--- src/rtl/dmem_bus_ctrl_pkg.sv ---
// Shared encodings and alignment helpers for the data-memory bus controller.
// Used by dmem_bus_ctrl (optional build macro DMEM_MISALIGN_TRAP_EN) and dmem_lane_align.
package dmem_bus_ctrl_pkg;

  localparam logic [1:0] SZ_BYTE = 2'b00;
  localparam logic [1:0] SZ_HALF = 2'b01;
  localparam logic [1:0] SZ_WORD = 2'b10;

  typedef enum logic [1:0] {
    ST_IDLE   = 2'b00,
    ST_ACCESS = 2'b01,
    ST_RESP   = 2'b10
  } state_e;

  // The unused size code 2'b11 is handled as a word everywhere.
  function automatic logic is_misaligned(input logic [1:0] size, input logic [1:0] lo);
    case (size)
      SZ_BYTE: is_misaligned = 1'b0;
      SZ_HALF: is_misaligned = lo[0];
      default: is_misaligned = |lo;
    endcase
  endfunction

  function automatic logic [1:0] align_lo(input logic [1:0] size, input logic [1:0] lo);
    case (size)
      SZ_BYTE: align_lo = lo;
      SZ_HALF: align_lo = {lo[1], 1'b0};
      default: align_lo = 2'b00;
    endcase
  endfunction

endpackage

--- src/rtl/dmem_lane_align.sv ---
// Byte-lane steering: store-data replication and little-endian load extraction with sign/zero extension.
// Purely combinational; one instance serves both the write and the read path.
module dmem_lane_align
  import dmem_bus_ctrl_pkg::*;
#(
  parameter int DATA_W = 32
)(
  input  logic [1:0]        size,
  input  logic [1:0]        addr_lo,
  input  logic              is_signed,
  input  logic [DATA_W-1:0] wdata,
  input  logic [DATA_W-1:0] bus_rdata,
  output logic [DATA_W-1:0] bus_wdata,
  output logic [DATA_W-1:0] rdata
);

  logic [7:0]  byte_sel;
  logic [15:0] half_sel;

  always_comb begin
    byte_sel  = bus_rdata[{addr_lo, 3'b000} +: 8];
    half_sel  = bus_rdata[{addr_lo[1], 4'b0000} +: 16];
    bus_wdata = wdata;
    rdata     = bus_rdata;
    case (size)
      SZ_BYTE: begin
        bus_wdata = {(DATA_W/8){wdata[7:0]}};
        rdata     = {{(DATA_W-8){is_signed & byte_sel[7]}}, byte_sel};
      end
      SZ_HALF: begin
        bus_wdata = {(DATA_W/16){wdata[15:0]}};
        rdata     = {{(DATA_W-16){is_signed & half_sel[15]}}, half_sel};
      end
      default: begin
        bus_wdata = wdata;
        rdata     = bus_rdata;
      end
    endcase
  end

endmodule

--- src/rtl/dmem_bus_ctrl.sv ---
// Data-memory bus controller: registered bus cycle with ACKD_n wait states, stall, timeout and responses.
// Build macro DMEM_MISALIGN_TRAP_EN: misaligned requests trap instead of being force-aligned.
module dmem_bus_ctrl
  import dmem_bus_ctrl_pkg::*;
#(
  parameter int ADDR_W  = 32,
  parameter int DATA_W  = 32,
  parameter int TIMEOUT = 15,
  parameter int TO_W    = $clog2(TIMEOUT + 1)
)(
  input  logic              clk,
  input  logic              rst,
  input  logic              req_valid,
  input  logic              req_write,
  input  logic [1:0]        req_size,
  input  logic              req_signed,
  input  logic [ADDR_W-1:0] req_addr,
  input  logic [DATA_W-1:0] req_wdata,
  output logic              stall,
  output logic              rsp_valid,
  output logic [DATA_W-1:0] rsp_rdata,
  output logic              rsp_err,
  output logic [ADDR_W-1:0] DAD,
  output logic [DATA_W-1:0] DDT_o,
  output logic              DDT_oe,
  input  logic [DATA_W-1:0] DDT_i,
  output logic              MREQ,
  output logic              WRITE,
  output logic [1:0]        SIZE,
  input  logic              ACKD_n
);

  state_e            state, state_next;
  logic [TO_W-1:0]   wait_cnt;
  logic              signed_q;
  logic              trap_req;
  logic [ADDR_W-1:0] aligned_addr;
  logic              ack, timeout;
  logic [1:0]        lane_size, lane_lo;
  logic [DATA_W-1:0] lane_wdata, lane_rdata;

`ifdef DMEM_MISALIGN_TRAP_EN
  assign trap_req     = is_misaligned(req_size, req_addr[1:0]);
  assign aligned_addr = req_addr;
`else
  assign trap_req     = 1'b0;
  assign aligned_addr = {req_addr[ADDR_W-1:2], align_lo(req_size, req_addr[1:0])};
`endif

  assign ack     = ~ACKD_n;
  assign timeout = (wait_cnt == TO_W'(TIMEOUT - 1));

  // In IDLE the lanes steer the incoming store data; afterwards they decode the latched access.
  assign lane_size = (state == ST_IDLE) ? req_size : SIZE;
  assign lane_lo   = (state == ST_IDLE) ? aligned_addr[1:0] : DAD[1:0];

  dmem_lane_align #(.DATA_W(DATA_W)) u_lane (
    .size      (lane_size),
    .addr_lo   (lane_lo),
    .is_signed (signed_q),
    .wdata     (req_wdata),
    .bus_rdata (DDT_i),
    .bus_wdata (lane_wdata),
    .rdata     (lane_rdata)
  );

  always_comb begin
    state_next = state;
    stall      = 1'b0;
    case (state)
      ST_IDLE: begin
        stall = req_valid;
        if (req_valid) state_next = trap_req ? ST_RESP : ST_ACCESS;
      end
      ST_ACCESS: begin
        stall = 1'b1;
        if (ack || timeout) state_next = ST_RESP;
      end
      ST_RESP: state_next = ST_IDLE;
      default: state_next = ST_IDLE;
    endcase
  end

  always_ff @(posedge clk) begin
    if (rst) begin
      state     <= ST_IDLE;
      wait_cnt  <= '0;
      signed_q  <= 1'b0;
      MREQ      <= 1'b0;
      WRITE     <= 1'b0;
      DDT_oe    <= 1'b0;
      DAD       <= '0;
      DDT_o     <= '0;
      SIZE      <= SZ_BYTE;
      rsp_valid <= 1'b0;
      rsp_err   <= 1'b0;
      rsp_rdata <= '0;
    end else begin
      state <= state_next;
      case (state)
        ST_IDLE: begin
          if (req_valid) begin
            if (trap_req) begin
              rsp_valid <= 1'b1;
              rsp_err   <= 1'b1;
              rsp_rdata <= '0;
            end else begin
              MREQ     <= 1'b1;
              WRITE    <= req_write;
              DDT_oe   <= req_write;
              DAD      <= aligned_addr;
              SIZE     <= req_size;
              DDT_o    <= lane_wdata;
              signed_q <= req_signed;
              wait_cnt <= '0;
            end
          end
        end
        ST_ACCESS: begin
          // An acknowledge on the final timeout cycle still counts as a good response.
          if (ack || timeout) begin
            MREQ      <= 1'b0;
            WRITE     <= 1'b0;
            DDT_oe    <= 1'b0;
            rsp_valid <= 1'b1;
            rsp_err   <= ~ack;
            rsp_rdata <= (ack && !WRITE) ? lane_rdata : '0;
          end else begin
            wait_cnt <= wait_cnt + TO_W'(1);
          end
        end
        default: begin
          rsp_valid <= 1'b0;
          rsp_err   <= 1'b0;
          rsp_rdata <= '0;
        end
      endcase
    end
  end

endmodule
--- config.mk ---
export PLATFORM = sky130hd
export DESIGN_NAME = dmem_bus_ctrl
export DESIGN_NICKNAME = d
export VERILOG_FILES = /design/src/rtl/dmem_bus_ctrl_pkg.sv /design/src/rtl/dmem_lane_align.sv /design/src/rtl/dmem_bus_ctrl.sv
export SDC_FILE = /design/constraint.sdc
export NUM_CORES = 1
export LEC_CHECK = 0
export CORE_MARGIN = 2
export CORE_UTILIZATION = 25
export DETAILED_ROUTE_END_ITERATION = 6
export PLACE_DENSITY = 0.59
export SYNTH_ARGS = -nofsm -noshare
export SYNTH_HDL_FRONTEND = slang
export SYNTH_SLANG_ARGS = --single-unit
--- constraint.sdc ---
create_clock -name clk -period 2.78 [get_ports clk]
set_input_delay 0.556 -clock clk [delete_from_list [all_inputs] [get_ports clk]]
set_output_delay 0.556 -clock clk [all_outputs]
set_load 0.01 [all_outputs]
# Word level (Yosys, flattened, before mapping)
# Cells that the tools add are included.
# classes
addsub,1
eq_ne,7
shift,2
muxes,24
bitwise,4
n_reduce_logical,12
# ops
op,count
32-bit one-hot mux with 2 select lines,3
32-bit two-way mux,2
32-bit by 6-bit indexed part select with 16-bit output,1
32-bit by 6-bit indexed part select with 8-bit output,1
1-bit one-hot mux with 2 select lines,5
2-bit two-way mux,4
4-bit two-way mux,2
2-bit one-hot mux with 2 select lines,2
4-bit one-hot mux with 2 select lines,1
"2-bit by 1-bit == test with 1-bit output, second input constant",3
2-bit logical NOT,3
"2-bit != test, second input constant",3
2-bit AND reduction,3
3-bit AND reduction,2
1-bit two-way mux,5
"4-bit by 1-bit adder with 4-bit output, second input constant",1
"4-bit == test, second input constant",1
1-bit bitwise AND,2
1-bit inverter,2
2-bit nonzero test,1
1-bit logical AND,1
1-bit logical NOT,1
1-bit logical OR,1
# totals
register_bits,109
input_bits,104
out_inout_bits,104
word_cells,61

# Longest topological paths before layout
# depth
word_depth,9
ltp_mapped,8
ltp_nobuf,7

# Cells and area by module
# A second synthesis with hierarchy kept.
# hier_totals
cells_unflattened,671
area_unflattened_um2,5333.9
# modules_own_cells
module,n_inst,cells_per_inst,area_per_inst_um2,seq_area_each_um2
dmem_bus_ctrl,1,506,4245.3,2182.1
dmem_lane_align,1,165,1088.5,0.0

# Least setup slack after synthesis
# Ideal clock, no wire load.
# synth_path
path_kind,in2reg
startpoint,input req_size[1]
endpoint,register rsp_rdata[19]
setup_time_ns,0.122
arrival_ns,1.999
t_required_ns,2.658
path_slack_ns,0.659
stages,6
n_path_buf,1
path_cell_list,or4b_4 -> and3_4 -> o211ai_2 -> a31oi_4 -> buf_6 -> a221o_1
# synth_via
elab_chain_len,9
elab_cells_between_ends,15
classes_between,2 x eq/ne; 2 x shift; 7 x mux; 2 x bitwise; 2 x reduce/logical
# synth_rtl
item,line_no,text
"start, declared",dmem_bus_ctrl.sv:15,"input logic [1:0] req_size,"
2-bit by 1-bit == test with 1-bit output / 2-bit logical NOT (equally long branches),dmem_bus_ctrl_pkg.sv:25,case (size)
2-bit one-hot mux with 2 select lines,dmem_bus_ctrl_pkg.sv:25,
2-bit two-way mux,dmem_bus_ctrl.sv:55,assign lane_lo = (state == ST_IDLE) ? aligned_addr[1:0] : DAD[1:0];
32-bit by 6-bit indexed part select with 16-bit output / 32-bit by 6-bit indexed part select with 8-bit output (equally long branches),"dmem_lane_align.sv:22, dmem_lane_align.sv:21",
"1-bit bitwise AND, on equally long branches","dmem_lane_align.sv:32, dmem_lane_align.sv:28",
32-bit one-hot mux with 2 select lines *,dmem_lane_align.sv:25,case (size)
32-bit two-way mux *,dmem_bus_ctrl.sv:127,rsp_rdata <= (ack && !WRITE) ? lane_rdata : '0;
32-bit two-way mux *,dmem_bus_ctrl.sv:121,if (ack || timeout) begin
32-bit one-hot mux with 2 select lines *,dmem_bus_ctrl.sv:100,case (state)
"end signal, assigned",dmem_bus_ctrl.sv:127,
"end, declared",dmem_bus_ctrl.sv:21,"output logic [DATA_W-1:0] rsp_rdata,"
# Mark *: on every way between the ends. The rest lies on a longest branch, timed or not. The select of a mux whose other input is x is not followed.
# A chain may end at the register's enable or synchronous reset.

# Worst setup path after layout
# layout_path
startpoint,input req_addr[1]
endpoint,register rsp_rdata[20]
# layout_via
elab_chain_len,8
elab_cells_between_ends,10
classes_between,2 x shift; 6 x mux; 2 x bitwise
# layout_rtl
item,line_no,text
"start, declared",dmem_bus_ctrl.sv:17,"input logic [ADDR_W-1:0] req_addr,"
2-bit one-hot mux with 2 select lines *,dmem_bus_ctrl_pkg.sv:25,
2-bit two-way mux *,dmem_bus_ctrl.sv:55,
32-bit by 6-bit indexed part select with 16-bit output / 32-bit by 6-bit indexed part select with 8-bit output (equally long branches),"dmem_lane_align.sv:22, dmem_lane_align.sv:21",
"1-bit bitwise AND, on equally long branches","dmem_lane_align.sv:32, dmem_lane_align.sv:28",
32-bit one-hot mux with 2 select lines *,dmem_lane_align.sv:25,
32-bit two-way mux *,dmem_bus_ctrl.sv:127,
32-bit two-way mux *,dmem_bus_ctrl.sv:121,
32-bit one-hot mux with 2 select lines *,dmem_bus_ctrl.sv:100,
# Marks and branches as above.

==> impl_results.md <==
- CP arrival: 2760 ps
- Yosys cell types: 51
- Worst setup EP type: register
- Yosys synthesis warning count: 0
- Mapped Area: 0.004770 mm²
- Setup CP Type: input pin to register
- I/O Buffers: 207
- Clock-pin slew on the worst setup and hold paths: 70 ps
- Rel. slew slack: 39.66%
- Antenna violations before repair: 0
- Post-synthesis async set-or-reset flop share: 0%
- Vias in the first global route: 4520
- 1st-pass router iterations: 6
- Filler Cell Count: 1875
- Peak Freq: 403.7 MHz
- Worst-Skew Late Latency: 350 ps
- Final Power: 4.042 mW
- Synth Area in Adders: 0.5247%
- Vias: 4798
- Initial drt markers: 248
- Simple-gate portion of the synthesized area: 17.16%
- Max Slew Vio Count: 0
- Row Count: 50
- Chip Height: 142.1 µm
- Top cell type's share of synthesized area: 45.75%
- Setup TNS: 0 ps
- Pleak: 2.831 nW
- PwrDens: 540.5 mW/mm²
- FF/Latch Area: 0.002182 mm²
- Routability Congestion: 0.7885
- Starting Density: 25.50%
- Setup WS post-layout: 302.6 ps
- Nets: 853
- Final hold violation count: 0
- Mapped Nets: 662
- Routed Antenna Nets: 0
- Crit share post-route: 89.11%
- Post-route cell area: 0.007478 mm²
- Measured slew at the worst slew-check pin: 905.1 ps
- #FFs+latches synth: 109
- Dpl ws: -26.96 ps
- Multiplexer share of the synthesized area: 7.398%
- First-pass GRT wire length: 25810 µm
- Main flop type after synthesis: dfxtp_1
- Share of cells above drive strength 1: 7.314%
- DP Wirelength: 11760 µm
- Area occupied by multi-input gates: 0.002409 mm²
- Ant diodes: 0
- # setup viols final: 0
- Status: finished clean
- Worst Path Max Fanout: 16
- Total track usage: 16.42%
- Area leader, netlist: dfxtp_1
- WP data required: 3070 ps
- Largest net degree at the start of global routing: 77
- Worst path cell trace: clkdlybuf4s50_1 -> nor4b_1 -> o21ai_0 -> a211o_1 -> a31oi_4 -> a221o_1
- CTS Buf Count: 9
- Die area: 0.02020 mm²
- Commonest cells in the netlist: 141 x nand2_1, 109 x dfxtp_1, 55 x a21oi_1, 34 x clkbuf_1, 32 x nor2_1
- Post CTS Setup Buffer Count: 0
- Setup crit start kind: input pin
- Compound-gate portion of the synthesized area: 24.40%
- Fin crit period: 2477 ps
- Seq/Total Area, Yosys: 45.75%
- Post-synthesis xor/xnor area fraction: 0.3673%
- Delay of the slowest critical-path stage: 510 ps
- GRT overflow: 0
- Post-cts resize count: 0
- Wirelength, routed: 16900 µm
- Worst R2R Setup Slack: 460 ps
- Critical path's top delay family: compound AO/OA/AOI/OAI gates
- Via/cell ratio: 4.866
- Max clock buf depth: 2
- EDFF count, synth: 0
- Area grow syn2layout: 56.79%
- CTS tree: done
- Drt drc: 0
- Main combinational cell family by area after synthesis: compound AO/OA/AOI/OAI gates
- Hold_buf cts: 0
- Max-Cap Viols: 0
- Most numerous cell in the Yosys netlist: nand2_1
- Unrepaired setup endpoints after global routing: no
- Ports: 208
- Buffers & Inverters on Critical Path: 1
- Worst hold path class: register to register
- Setup Skew: 9.220 ps
- Slowest-stage cell, CP: clkdlybuf4s50_1
- Area after DPL: 0.007151 mm²
- Clock Sinks: 109
- Avg Cell Area, Syn: 8.578 µm²
- Synth Instances: 556
- CTS root buffer: clkbuf_16
- Max VDD drop: 0.2573 mV
- Die width: 142.1 µm
- Top post-synthesis cells by area: dfxtp_1 46%, nand2_1 11%, a21oi_1 5.8%, mux2i_1 5.0%, a221o_1 3.4%
- Core Region: 0.01871 mm²
- # H-tree levels: 3
- Avg WL per Cell: 17.14 µm
==> where the power goes <==
part / switching [mW] / internal [mW] / total (mW)
Sequential: 0.0539 / 1.65 / 1.71
Clock: 0.602 / 0.842 / 1.44
Combinational: 0.430 / 0.460 / 0.890
==> area by class of cell <==
type                            count  share of cell area, %
Clock buffer                       13                  3.480
Clock inverter                      3                 0.9035
Inverter                            2                 0.1004
Multi-Input combinational cell    399                  32.21
Sequential cell                   109                  29.18
Tap cell                          234                  3.915
Timing Repair Buffer              226                  30.22
==> placed cells by master (no fill, tap or decap), drive strengths merged, types with 4 or more instances in the layout <==
cell,n
o21ai,19
a221oi,15
clkbuf,13
clkdlybuf4s50,206
a311oi,16
mux2i,24
nor2,33
a221o,16
dfxtp,109
mux2,10
a211o,9
nor3,4
a21o,7
a21oi,55
nand3,5
a22oi,9
buf,20
nand2,141
==> metal layers <==
| metal | share of wire (%) | GRT usage [%] | vias up |
|---|---|---|---|
| met5 | 0 | 0 | - |
| met4 | 1.7 | 5.474 | 0 |
| met3 | 6.3 | 4.441 | 16 |
| met2 | 49 | 26.90 | 134 |
| met1 | 43 | 20.94 | 2272 |
| li1 | - | - | 2376 |
==> worst reg2reg max path: stages, from the launching register on <==
cell and delay [ps]:
dfxtp_1 420, nor2_2 290, buf_4 200, mux2_2 370, a211o_1 320, a31oi_4 460
a221o_1 200
==> sequential cells by signal (all words and copies together) (netlist names) <==
| signal | count |
|---|---|
| rsp_err | 1 |
| rsp_rdata | 32 |
| DDT_o | 32 |
| state | 2 |
| wait_cnt | 4 |
| WRITE | 1 |
| rsp_valid | 1 |
| MREQ | 1 |
| DAD | 32 |
| signed_q | 1 |
| SIZE | 2 |
==> stage by stage <==
step	util, %	instances	hold slack [ps]
floorplan	-	556	458.2
global route	39.98	986	475.1
detailed placement	38.23	970	445.6
CTS	39.98	986	456.3
finish	39.98	986	454.9
global placement	38.23	970	441.1
==> path summary, 6_finish.rpt <==
path	end	cells past startpoint	startpoint
worst max-delay path	rsp_rdata[20]	6	req_addr[1]
worst min-delay path	DAD[26]	2	DAD[26]
worst max register to register	rsp_rdata[20]	6	state[1]
worst min register to register	DAD[26]	2	DAD[26]
==> logic make-up after synthesis <==
family / count (synthesis)
AND/OR/NAND/NOR: 198
adder cells (fa/ha/maj): 2
buffers and inverters: 48
XOR/XNOR: 2
flip-flops: 109
multiplexers: 34
AO/OA/AOI/OAI: 163
Note: power is estimated with default switching activity, not from simulation.
